--- config.mk ---
export PLATFORM = sky130hd
export DESIGN_NAME = load_store_unit
export DESIGN_NICKNAME = d
export VERILOG_FILES = /design/src/rtl/load_store_unit.sv
export SDC_FILE = /design/constraint.sdc
export NUM_CORES = 2
export LEC_CHECK = 0
export CAP_MARGIN = 40
export CORE_ASPECT_RATIO = 0.75
export CORE_MARGIN = 5
export CORE_UTILIZATION = 30
export CTS_CLUSTER_DIAMETER = 150
export CTS_CLUSTER_SIZE = 40
export DETAILED_ROUTE_END_ITERATION = 10
export PLACE_DENSITY = 0.48
export SLEW_MARGIN = 40
export SYNTH_ARGS = -nofsm -noshare
export SYNTH_HDL_FRONTEND = slang
export SYNTH_SLANG_ARGS = --single-unit
--- constraint.sdc ---
create_clock -name CLK -period 5.6 [get_ports CLK]
set_clock_uncertainty 0.1 [all_clocks]
set_input_delay 0.56 -clock CLK [delete_from_list [all_inputs] [get_ports CLK]]
set_output_delay 0.56 -clock CLK [all_outputs]
set_load 0.05 [all_outputs]
--- src/rtl/load_store_unit.sv ---
// Memory-access stage: byte/half/word loads and stores on a byte-enabled word RAM,
// with a request/done handshake so the controller can stall while an access is in flight.
module load_store_unit #(
  parameter int DEPTH  = 64,
  parameter int ADDR_W = 6
) (
  input  logic        CLK,
  input  logic        RST,
  input  logic        memReq,
  input  logic        DataMemRW,
  input  logic [1:0]  size,
  input  logic        signExt,
  input  logic [31:0] result,
  input  logic [31:0] readData2,
  input  logic        ALUM2Reg,
  output logic        ready,
  output logic        done,
  output logic        fault,
  output logic [31:0] write_data
);

  typedef enum logic [2:0] {
    S_IDLE    = 3'd0,
    S_LD_WAIT = 3'd1,
    S_LD_DONE = 3'd2,
    S_ST_DONE = 3'd3,
    S_FAULT   = 3'd4
  } state_t;

  state_t            state_q;
  logic              ready_q;
  logic              done_q;
  logic              fault_q;
  logic [ADDR_W+1:0] addr_q;
  logic [1:0]        size_q;
  logic              sext_q;
  logic [31:0]       ram_q;

  logic [31:0]       mem [DEPTH];

  logic              accept;
  logic              misaligned;
  logic              st_we;
  logic [3:0]        be;
  logic [31:0]       wdata;
  logic [ADDR_W-1:0] wr_idx;
  logic [31:0]       lane_word;
  logic [15:0]       half_sel;
  logic [31:0]       load_data;

  assign accept     = memReq && ready_q;
  assign misaligned = ((size == 2'b01) && result[0]) || (size[1] && (result[1:0] != 2'b00));
  assign st_we      = accept && DataMemRW && !misaligned;
  assign wr_idx     = result[ADDR_W+1:2];

  // Store data is replicated across lanes so the byte enables alone pick the target bytes.
  always_comb begin
    be    = 4'b0000;
    wdata = readData2;
    case (size)
      2'b00: begin
        be    = 4'b0001 << result[1:0];
        wdata = {4{readData2[7:0]}};
      end
      2'b01: begin
        be    = result[1] ? 4'b1100 : 4'b0011;
        wdata = {2{readData2[15:0]}};
      end
      default: begin
        be    = 4'b1111;
        wdata = readData2;
      end
    endcase
  end

  always_ff @(posedge CLK) begin
    if (st_we) begin
      for (int i = 0; i < 4; i++) begin
        if (be[i]) mem[wr_idx][8*i +: 8] <= wdata[8*i +: 8];
      end
    end
  end

  always_ff @(posedge CLK) begin
    if (RST) begin
      state_q <= S_IDLE;
      ready_q <= 1'b1;
      done_q  <= 1'b0;
      fault_q <= 1'b0;
      addr_q  <= '0;
      size_q  <= 2'b00;
      sext_q  <= 1'b0;
      ram_q   <= 32'h0;
    end else begin
      done_q  <= 1'b0;
      fault_q <= 1'b0;
      case (state_q)
        S_IDLE: begin
          if (accept) begin
            ready_q <= 1'b0;
            if (misaligned) begin
              state_q <= S_FAULT;
              done_q  <= 1'b1;
              fault_q <= 1'b1;
            end else if (DataMemRW) begin
              state_q <= S_ST_DONE;
              done_q  <= 1'b1;
            end else begin
              // Latch everything the read and extraction need; result may move on.
              state_q <= S_LD_WAIT;
              addr_q  <= result[ADDR_W+1:0];
              size_q  <= size;
              sext_q  <= signExt;
            end
          end
        end
        S_LD_WAIT: begin
          ram_q   <= mem[addr_q[ADDR_W+1:2]];
          state_q <= S_LD_DONE;
          done_q  <= 1'b1;
        end
        default: begin
          state_q <= S_IDLE;
          ready_q <= 1'b1;
        end
      endcase
    end
  end

  assign lane_word = ram_q >> {addr_q[1:0], 3'b000};
  assign half_sel  = addr_q[1] ? ram_q[31:16] : ram_q[15:0];

  always_comb begin
    case (size_q)
      2'b00:   load_data = {{24{sext_q & lane_word[7]}}, lane_word[7:0]};
      2'b01:   load_data = {{16{sext_q & half_sel[15]}}, half_sel};
      default: load_data = ram_q;
    endcase
  end

  assign write_data = ALUM2Reg ? load_data : result;
  assign ready      = ready_q;
  assign done       = done_q;
  assign fault      = fault_q;

endmodule
==> impl_metrics.ini <==
[status]
status = complete, no violations

[worst_hold_path]
holdCritPathClass = in2reg

[sta]
rsz0062_at_grt = false
fin_setup_tns_ps = 0
post-route-min-period_ps = 4851
setup_viol = 0
finalMaxSlewViolations = 0
max-slew-margin-rel_pct = 35.00
hold_viol = 0
worst_pin_slew_ps = 972.7
maxClockFrequency_ghz = 0.2062
fin_crit_sh_pct = 86.62

[floorplan]
core_um2 = 273100
ios = 107
start_util_pct = 30.18
die_y_um = 464.0
die_w_um = 615.3
dieArea_um2 = 285500
row_count = 166

[placed_design]
hpwl_mm = 182.4
dpl_cell_area_um2 = 88640
place.port_buffers = 106
gp_congestion = 0.8531

[clock_tree]
cts_tree = built
cts_root_buf = clkbuf_16
clkSinkCount = 2097
cts_buffers = 58
clock_path_buffers = 3
htree_levels = 2
clk-insertion-delay-late_ps = 800
post_cts_buffers = 0
cts_resized = 0
cts.clk_slew.worst_paths_ps = 150

[synth]
synth-main-ff-cell = edfxtp_1
avgSynthCellArea_um2 = 19.64
synth.most_common_cell = edfxtp_1
synth_top_cells_by_count = edfxtp_1 (2,048), mux4_2 (433), nor2_1 (344), mux2i_1 (282), nand2_1 (197)
yosysWarnings = 0
synth_top_cell_by_area = edfxtp_1
yosysSeqAreaShare_pct = 75.80
syn_area_um2 = 82430
synthTopCellsByArea = edfxtp_1 (75%), mux4_2 (12%), mux2i_1 (3.4%)
synth_top_cell_area_share_pct = 74.61
yosysUniqueCellTypes = 55
synthCells = 4197
synth_fp_nets = 4269
synthArstFlopShare_pct = 0
ys_ff_latch = 2097
synth_edf_count = 2048

[detailed_routing]
drt_iter0_drc = 5421
dr.pass1.iters = 6
wl_per_cell_um = 33.78
postRouteAntennaNets = 0
drc_errors = 0
vias_per_cell = 5.338
via_count = 42520
wl_mm = 269.1

[power_and_ir_drop]
peakVddDrop_uv = 270.2
power_density_nw_per_um2 = 284.8
leakage_nw = 25.65

[grt]
grt_util_met2_pct = 27.53
grt-busiest-layer = met2
grt_use_met1_pct = 26.51
grt_pass1_vias = 41330
use_met3_pct = 4.639
grt_pass1_wl_mm = 364.8
gr-total-overflow = 0
grt_util_all_layers_pct = 18.34
grt_antenna_before_repair = 23
grt_max_degree = 95

[worst_setup_path]
timing.critical_path.from_type = register
worstSetupStartpoint = addr_q[1]
r2r_end = ram_q[25]
r2r_slack_ps = 1940
r2r_start = addr_q[4]
critPathCapture = write_data[3]
worstPathRequired_ps = 4940
worstPathArrival_ps = 4190
crit_fanout = 14
reg2regPathDepth = 6
critPathKind = reg2out
crit_path_end_kind = output port

[finish]
area_growth_pct = 9.989
utilization_pct = 33.20
finalInstanceArea_um2 = 90670
nets = 4358
drive_gt1_share_pct = 20.62
nFillCells = 25740

[job]
cap_viol_max_count = 0
## power by group
part | internal [mW] | switching, mW
clock network | 2.11 | 4.62
logic | 0.521 | 1.21
registers | 17.3 | 0.0532
total | 19.9 | 5.88
## cells by family (layout without fill, tap and decap cells)
kind of cell           Yosys count  count (layout)  share of synthesized area (%)
flip-flops                    2097            2097                          75.80
AO/OA/AOI/OAI                  454             454                          3.661
other                            0              17                              0
XOR/XNOR                         3               3                        0.03188
buffers and inverters          268             407                          1.735
multiplexers                   741             741                          15.61
AND/OR/NAND/NOR                634             634                          3.166
## cells in the final DEF (no fill, tap or decap), drive strengths merged, types with 49 or more instances in the layout
cell type / Yosys / layout
mux2i: 282 / 282
a21oi: 92 / 92
clkbuf: 104 / 109
o22ai: 69 / 69
mux4: 433 / 433
edfxtp: 2048 / 2048
clkdlybuf4s50: 0 / 95
nor2: 344 / 344
dfxtp: 49 / 49
nand2: 197 / 197
o221ai: 53 / 53
o21ai: 78 / 78
buf: 152 / 189
## timing repair
item / in CTS / in global routing
setup endpoints to repair: 0 / 0
endpoints found under the hold margin: 2 / 0
hold buffers: 1 / 0
## flip-flops by register name, indices dropped and copies added, names as in the netlist
signal / cells
sext_q: 1
ready: 1
state_q: 3
done: 1
size_q: 2
ram_q: 32
mem: 2048
fault: 1
addr_q: 8
## stage by stage
stage / hold WS [ps] / worst slack [ps] / cells / power, mW
after detailed placement: 418.4 / 1268 / 7835 / 19.46
after CTS: 11.84 / 578.0 / 7946 / 25.94
after floorplan: 326.6 / 1252 / 4197 / 18.58
after global placement: 407.0 / 1323 / 7825 / 19.42
final: 70.38 / 749.5 / 7965 / 25.83
after global routing: 24.98 / 387.8 / 7951 / 26.56
## per-layer routing
layer | share of wire (%) | wire, um | vias to the layer above
li1 | - | - | 17220
met1 | 44 | 117900 | 23290
met2 | 45 | 119800 | 1763
met3 | 8.8 | 23640 | 243
met4 | 2.9 | 7698 | 8
met5 | 0.017 | 46 | -
## worst min path at each step
| stage | from | end | slack [ps] | cells past startpoint |
|---|---|---|---|---|
| 5_1_grt | readData2[5] | mem[30][5] | 20 | 1 |
| 3_5_place_dp | ready | ready | 420 | 2 |
| 2_1_floorplan | ram_q[0] | ram_q[0] | 330 | 2 |
| 6_report | readData2[5] | mem[19][5] | 70 | 1 |
| 3_3_place_gp | ready | ready | 410 | 2 |
| 4_1_cts | readData2[5] | mem[27][5] | 10 | 1 |
## area by class of cell
| type | count | area (um2) | share of cell area [%] |
|---|---|---|---|
| Timing Repair Buffer | 285 | 2689 | 2.966 |
| Sequential cell | 2097 | 62500 | 68.93 |
| Antenna cell | 17 | 42.54 | 0.04692 |
| Inverter | 12 | 48.80 | 0.05382 |
| Clock inverter | 1 | 30.03 | 0.03312 |
| Multi-Input combinational cell | 1832 | 19130 | 21.10 |
| Clock buffer | 109 | 1707 | 1.882 |
| Tap cell | 3612 | 4519 | 4.985 |
## worst max-delay path, cell delays in order (launching register included)
cell and delay (ps):
dfxtp_1 700, inv_1 250, nor3_1 680, a222oi_1 230
buf_2 210, a21oi_1 410, clkdlybuf4s50_1 910
No activity file was read; power rests on OpenSTA's default activity.
